--- src/rtl/r8mbn_pkg.sv ---
// Shared definitions for the radix-8 Booth multiplier pipeline: group count and
// Booth-3 digit encoding.
package r8mbn_pkg;

   typedef enum logic [2:0] {
      MagZero,
      MagSingle,
      MagDouble,
      MagTriple,
      MagQuad
   } booth_mag_e;

   typedef struct packed {
      logic       neg;
      logic       nzero;
      booth_mag_e mag;
   } booth_dig_t;

   localparam booth_dig_t BoothPZero = '{neg: 1'b0, nzero: 1'b0, mag: MagZero};
   localparam booth_dig_t BoothNZero = '{neg: 1'b1, nzero: 1'b1, mag: MagZero};

   function automatic int unsigned group_cnt(input int unsigned width);
      return (width + 3) / 3;
   endfunction

   // grp = {x[3j+2], x[3j+1], x[3j], x[3j-1]}; digit = -4*g3 + 2*g2 + g1 + g0
   function automatic booth_dig_t booth3_encode(input logic [3:0] grp);
      booth_dig_t d;
      d = BoothPZero;
      case (grp)
         4'b0000:          d = BoothPZero;
         4'b0001, 4'b0010: d = '{neg: 1'b0, nzero: 1'b0, mag: MagSingle};
         4'b0011, 4'b0100: d = '{neg: 1'b0, nzero: 1'b0, mag: MagDouble};
         4'b0101, 4'b0110: d = '{neg: 1'b0, nzero: 1'b0, mag: MagTriple};
         4'b0111:          d = '{neg: 1'b0, nzero: 1'b0, mag: MagQuad};
         4'b1000:          d = '{neg: 1'b1, nzero: 1'b0, mag: MagQuad};
         4'b1001, 4'b1010: d = '{neg: 1'b1, nzero: 1'b0, mag: MagTriple};
         4'b1011, 4'b1100: d = '{neg: 1'b1, nzero: 1'b0, mag: MagDouble};
         4'b1101, 4'b1110: d = '{neg: 1'b1, nzero: 1'b0, mag: MagSingle};
         4'b1111:          d = BoothNZero;
         default:          d = BoothPZero;
      endcase
      return d;
   endfunction

endpackage

--- src/rtl/r8_pp_row.sv ---
// One Booth-3 digit encoder plus its multiple selector; emits the row in one's-complement
// form with the sign bit split out for the sign-extension constant scheme.
module r8_pp_row
   import r8mbn_pkg::*;
#(
   parameter int unsigned WIDTH = 8
) (
   input  logic [3:0]       grp_i,
   input  logic [WIDTH:0]   y_i,
   input  logic [WIDTH+2:0] y3_i,
   output logic [WIDTH+1:0] pp_o,
   output logic             neg_o,
   output logic             e_o
);

   booth_dig_t       dig;
   logic [WIDTH+2:0] y_ext;
   logic [WIDTH+2:0] mag;
   logic [WIDTH+2:0] row;

   assign dig   = booth3_encode(grp_i);
   assign y_ext = (WIDTH+3)'($signed(y_i));

   always_comb begin
      mag = '0;
      case (dig.mag)
         MagZero:   mag = '0;
         MagSingle: mag = y_ext;
         MagDouble: mag = y_ext << 1;
         MagTriple: mag = y3_i;
         MagQuad:   mag = y_ext << 2;
         default:   mag = '0;
      endcase
   end

   // -0 is kept positive so the row and its correction bit are both zero
   assign neg_o = dig.neg & ~dig.nzero;
   assign row   = neg_o ? ~mag : mag;
   assign pp_o  = row[WIDTH+1:0];
   assign e_o   = row[WIDTH+2];

endmodule

--- src/rtl/r8_mbn_pipe.sv ---
// Three-stage radix-8 Booth multiplier with valid/ready back-pressure:
// S1 extends operands and forms 3Y, S2 recodes and compresses to sum/carry, S3 adds.
module r8_mbn_pipe
   import r8mbn_pkg::*;
#(
   parameter int unsigned WIDTH = 8,
   parameter int unsigned TAG_W = 4
) (
   input  logic                 CLK,
   input  logic                 RST,
   input  logic                 in_valid,
   output logic                 in_ready,
   input  logic                 in_signed,
   input  logic [WIDTH-1:0]     in_mx,
   input  logic [WIDTH-1:0]     in_my,
   input  logic [TAG_W-1:0]     in_tag,
   output logic                 out_valid,
   input  logic                 out_ready,
   output logic [2*WIDTH-1:0]   out_product,
   output logic [TAG_W-1:0]     out_tag
);

   localparam int unsigned G  = group_cnt(WIDTH);
   localparam int unsigned PW = 2 * WIDTH;
   localparam int unsigned XW = 3 * G;
   localparam int unsigned YW = WIDTH + 3;

   // Sum of the -2^(W+2+3j) terms left over when each row's sign bit e is replaced by ~e
   function automatic logic [PW-1:0] sign_const();
      logic [PW-1:0] k;
      k = '0;
      for (int unsigned j = 0; j < G; j++) begin
         k = k - (PW'(1) << (WIDTH + 2 + 3 * j));
      end
      return k;
   endfunction

   localparam logic [PW-1:0] SignK = sign_const();

   logic en1, en2, en3;

   logic             v1_q, v2_q, v3_q;
   logic [WIDTH:0]   mx1_q, my1_q;
   logic [YW-1:0]    y3_1_q;
   logic [TAG_W-1:0] tag1_q, tag2_q, tag3_q;
   logic [PW-1:0]    sum2_q, carry2_q, prod3_q;

   logic [WIDTH:0]   mx_ext, my_ext;
   logic [YW-1:0]    my_wide, y3_d;

   logic [XW-1:0]    x_ext;
   logic [XW:0]      xz;
   logic [WIDTH+1:0] pp [G];
   logic [G-1:0]     neg, e;
   logic [PW-1:0]    ops [G+1];
   logic [PW-1:0]    corr;
   logic [PW-1:0]    sum_d, carry_d;

   // Ready ripples back combinationally so a retiring full pipe still accepts
   assign en3      = !v3_q || out_ready;
   assign en2      = !v2_q || en3;
   assign en1      = !v1_q || en2;
   assign in_ready = en1;

   assign mx_ext  = {in_signed & in_mx[WIDTH-1], in_mx};
   assign my_ext  = {in_signed & in_my[WIDTH-1], in_my};
   assign my_wide = YW'($signed(my_ext));
   assign y3_d    = my_wide + (my_wide << 1);

   always_ff @(posedge CLK or negedge RST) begin
      if (!RST) begin
         v1_q   <= 1'b0;
         mx1_q  <= '0;
         my1_q  <= '0;
         y3_1_q <= '0;
         tag1_q <= '0;
      end else if (en1) begin
         v1_q   <= in_valid;
         mx1_q  <= mx_ext;
         my1_q  <= my_ext;
         y3_1_q <= y3_d;
         tag1_q <= in_tag;
      end
   end

   assign x_ext = XW'($signed(mx1_q));
   assign xz    = {x_ext, 1'b0};

   for (genvar j = 0; j < G; j++) begin : g_row
      r8_pp_row #(
         .WIDTH (WIDTH)
      ) u_row (
         .grp_i (xz[3*j+3 -: 4]),
         .y_i   (my1_q),
         .y3_i  (y3_1_q),
         .pp_o  (pp[j]),
         .neg_o (neg[j]),
         .e_o   (e[j])
      );
      assign ops[j] = PW'({~e[j], pp[j]}) << (3 * j);
   end

   always_comb begin
      corr = '0;
      for (int unsigned j = 0; j < G; j++) begin
         corr[3*j] = neg[j];
      end
   end

   assign ops[G] = corr;

   // Carry-save accumulation; carry vector carries weight 2 relative to sum
   always_comb begin
      logic [PW-1:0] s, c, t;
      s = SignK;
      c = '0;
      t = '0;
      for (int unsigned j = 0; j <= G; j++) begin
         t = c << 1;
         c = (s & t) | (s & ops[j]) | (t & ops[j]);
         s = s ^ t ^ ops[j];
      end
      sum_d   = s;
      carry_d = c;
   end

   always_ff @(posedge CLK or negedge RST) begin
      if (!RST) begin
         v2_q     <= 1'b0;
         sum2_q   <= '0;
         carry2_q <= '0;
         tag2_q   <= '0;
      end else if (en2) begin
         v2_q     <= v1_q;
         sum2_q   <= sum_d;
         carry2_q <= carry_d;
         tag2_q   <= tag1_q;
      end
   end

   always_ff @(posedge CLK or negedge RST) begin
      if (!RST) begin
         v3_q    <= 1'b0;
         prod3_q <= '0;
         tag3_q  <= '0;
      end else if (en3) begin
         v3_q    <= v2_q;
         prod3_q <= sum2_q + (carry2_q << 1);
         tag3_q  <= tag2_q;
      end
   end

   assign out_valid   = v3_q;
   assign out_product = prod3_q;
   assign out_tag     = tag3_q;

endmodule
--- config.mk ---
export PLATFORM = sky130hd
export DESIGN_NAME = r8_mbn_pipe
export DESIGN_NICKNAME = d
export VERILOG_FILES = /design/src/rtl/r8mbn_pkg.sv /design/src/rtl/r8_pp_row.sv /design/src/rtl/r8_mbn_pipe.sv
export SDC_FILE = /design/constraint.sdc
export NUM_CORES = 1
export LEC_CHECK = 0
export ABC_CLOCK_PERIOD_IN_PS = 4100
export CAP_MARGIN = 10
export CELL_PAD_IN_SITES_DETAIL_PLACEMENT = 2
export CELL_PAD_IN_SITES_GLOBAL_PLACEMENT = 2
export CORE_ASPECT_RATIO = 0.9
export CORE_UTILIZATION = 33
export DETAILED_ROUTE_END_ITERATION = 8
export MAX_ROUTING_LAYER = met4
export PLACE_DENSITY_LB_ADDON = 0.05
export SYNTH_ARGS = -nofsm -noshare
export SYNTH_HDL_FRONTEND = slang
export SYNTH_SLANG_ARGS = --single-unit
--- constraint.sdc ---
create_clock -name CLK -period 4.1 [get_ports CLK]
set_input_delay 0.41 -clock CLK [delete_from_list [all_inputs] [get_ports CLK]]
set_output_delay 0.41 -clock CLK [all_outputs]
set_load 0.1 [all_outputs]
==> metrics.md <==
| Metric | Value |
|---|---|
| DRC Markers | `0` |
| Clock skew | `9.04 ps` |
| Vias | `5,040` |
| Min-delay worst type | `primary input to async pin` |
| Max-slew violations | `0` |
| # hold bufs at CTS | `0` |
| Sink Count | `86` |
| Crit path kind | `register to register` |
| Drt total wl | `17,800 um` |
| Clock Tree Root | `clkbuf_16` |
| Synth cell count leaders | `nand2_1 (205), dfrtp_1 (86), ha_1 (49)` |
| Drt first pass iters | `7` |
| Initial core utilization | `33.9%` |
| Post-synth ARST share | `100%` |
| Synth Warn # | `0` |
| Post-synth top area cell | `dfrtp_1` |
| Vias per cell | `5.13` |
| Antenna violations before repair | `0` |
| Synth Register Bits | `86` |
| Final Hold Viols | `0` |
| Yosys cell types | `59` |
| H-tree levels | `3` |
| Post-DP HPWL | `13,700 um` |
| Mean Syn Cell Area | `8.50 um2` |
| Most frequent cell after synthesis | `nand2_1` |
| P_leak | `3.33 nW` |
| Num CTS Buffers | `9` |
| Final Critical Period | `3710 ps` |
| Number of flops mapped to enable cells by yosys | `0` |
| Area grow syn2layout | `17.2%` |
| Critical Path AT | `3900 ps` |
| Pwr Density | `699 nW/um2` |
| # fillers | `1,983` |
| DR iter-0 viols | `266` |
| Number of cells produced by synthesis | `710` |
| DR WL/cell | `18.1 um` |
| Number of global-route vias before repair | `5,483` |
| Num ports | `47` |
| VDD IR max | `222 uV` |
| Post-synthesis sequential area ratio | `35.7%` |
| Max cap viols | `0` |
| # rows | `46` |
| Yosys top cell area share | `35.7%` |
| Ant diodes | `0` |
| RePlAce Congestion | `0.884` |
| Die footprint | `18,800 um2` |
| Fin worst setup slack | `393 ps` |
| Post-DRT Antenna Nets | `0` |
| Post-synth net total | `794` |
| Outcome | `complete, no violations` |
| GRT Total Usage | `21.2%` |
| Die Span X | `145 um` |
| Post-place setup slack | `329 ps` |
| Critical Path Fanout Max | `8` |
| Synth Flop Type | `dfrtp_1` |
| Startpoint Class | `register` |
| # setup viols final | `0` |
| Die height | `130 um` |
| Synthesized cell area | `6030 um2` |
| Latest clock arrival within the worst-skew pair | `350 ps` |
| FF+latch area | `2150 um2` |
| RSZ-0062 raised after global routing | `no` |
| Worst-Margin Slew | `1070 ps` |
| Critical path data required time | `4300 ps` |
| Final period util | `90.4%` |
| Clock slew at reported path FFs | `70 ps` |
| Setup repair bufs after CTS | `0` |
| GR Overflow Total | `0` |
| F_max | `270 MHz` |
| Maximum root-to-sink buffer count | `2` |
| Max_slew headroom | `28.4%` |
| CTS tree | `yes` |
| Area contributors post-synth | `dfrtp_1 (36%), nand2_1 (13%), ha_1 (10%)` |
| Fin Setup TNS | `0 ps` |
| Area of the core | `17,800 um2` |
| Post-CTS Resized | `0` |
| Fin util | `39.8%` |
| Hold Slack | `60.2 ps` |
| First-pass GRT wire length | `29,500 um` |
| Nets@finish | `822` |
| Kind of end point of the critical path | `register` |
| Pin count of the biggest net entering global routing | `48` |
| Fraction of layout cells with a size suffix above 1 | `7.27%` |
| Port Buf Inserts | `46` |
| Multi-input logic area | `3530 um2` |
[area by class of cell]
cell class | count | area share [%]
clock buffer | 10 | 3.24
timing repair buffer | 59 | 8.00
multi-input combinational | 534 | 49.9
inverter | 48 | 2.58
sequential | 86 | 30.4
tap | 240 | 4.25
clock inverter | 6 | 1.65
[stage by stage]
| step | area [um2] | instances | power (mW) |
|---|---|---|---|
| global route | 7070 | 983 | 5.37 |
| detailed placement | 6730 | 967 | 4.02 |
| global placement | 6730 | 967 | 3.91 |
| floorplan | 6030 | 710 | 3.28 |
| CTS | 7070 | 983 | 5.05 |
| finish | 7070 | 983 | 4.94 |
[state kept, by name, indices dropped and copies added, names as in the netlist]
register,flops
carry2_q,12
mx1_q,9
my1_q,9
out_product,16
out_tag,4
out_valid,1
sum2_q,16
tag1_q,4
tag2_q,4
v1_q,1
v2_q,1
y3_1_q,9
[cell families after synthesis]
group	share of synthesized area, %
multiplexers	5.66
buffers and inverters	5.91
flip-flops	35.7
XOR/XNOR	5.08
AO/OA/AOI/OAI	15.4
AND/OR/NAND/NOR	18.6
adder cells (fa/ha/maj)	13.6
[cells in the final DEF (no fill, tap or decap), types with 13 or more instances in the layout]
| cell type | netlist | final |
|---|---|---|
| nand2_1 | 205 | 205 |
| dfrtp_1 | 86 | 86 |
| ha_1 | 49 | 49 |
| inv_1 | 45 | 45 |
| clkdlybuf4s50_1 | 0 | 44 |
| o21ai_0 | 41 | 41 |
| a21oi_1 | 26 | 26 |
| xnor2_1 | 22 | 22 |
| a31oi_1 | 18 | 18 |
| mux2i_1 | 15 | 15 |
| nor2_1 | 14 | 14 |
| buf_4 | 0 | 14 |
| xor2_1 | 13 | 13 |
[worst paths after layout]
path,startpoint,end,slack (ps),cells past startpoint
max in group asynchronous,RST,mx1_q[0]$_DFFE_PN0P_,3050,2
worst min-delay path,RST,out_product[15]$_DFFE_PN0P_,60,1
min in group CLK,tag2_q[0]$_DFFE_PN0P_,tag2_q[0]$_DFFE_PN0P_,480,2
worst min register to register,tag2_q[0]$_DFFE_PN0P_,tag2_q[0]$_DFFE_PN0P_,480,2
worst max register to register,mx1_q[2]$_DFFE_PN0P_,sum2_q[6]$_DFFE_PN0P_,390,12
worst max-delay path,mx1_q[2]$_DFFE_PN0P_,sum2_q[6]$_DFFE_PN0P_,390,12
[layer usage]
| layer | part of all wire [%] | vias to the layer above | track usage [%] |
|---|---|---|---|
| met1 | 46 | 2491 | 25.9 |
| met2 | 50 | 70 | 36.1 |
| met5 | 0 | - | - |
| li1 | - | 2459 | - |
| met3 | 2.1 | 20 | 3.16 |
| met4 | 1.7 | 0 | 6.50 |
[critical path: stages (launching register included)]
cell,delay (ps)
dfrtp_1,410
inv_1,170
ha_1,200
mux4_2,310
nor2b_1,520
nand3_1,170
o211ai_1,150
xor2_1,200
ha_1,280
fa_1,540
inv_1,50
fa_1,500
a21oi_1,60
[report_power, final]
part,switching [mW],internal [mW],total (mW)
Sequential,0.221,1.10,1.32
Combinational,1.70,0.942,2.65
Clock,0.375,0.602,0.977
Total,2.30,2.64,4.94
No activity file was read; power rests on OpenSTA's default activity.
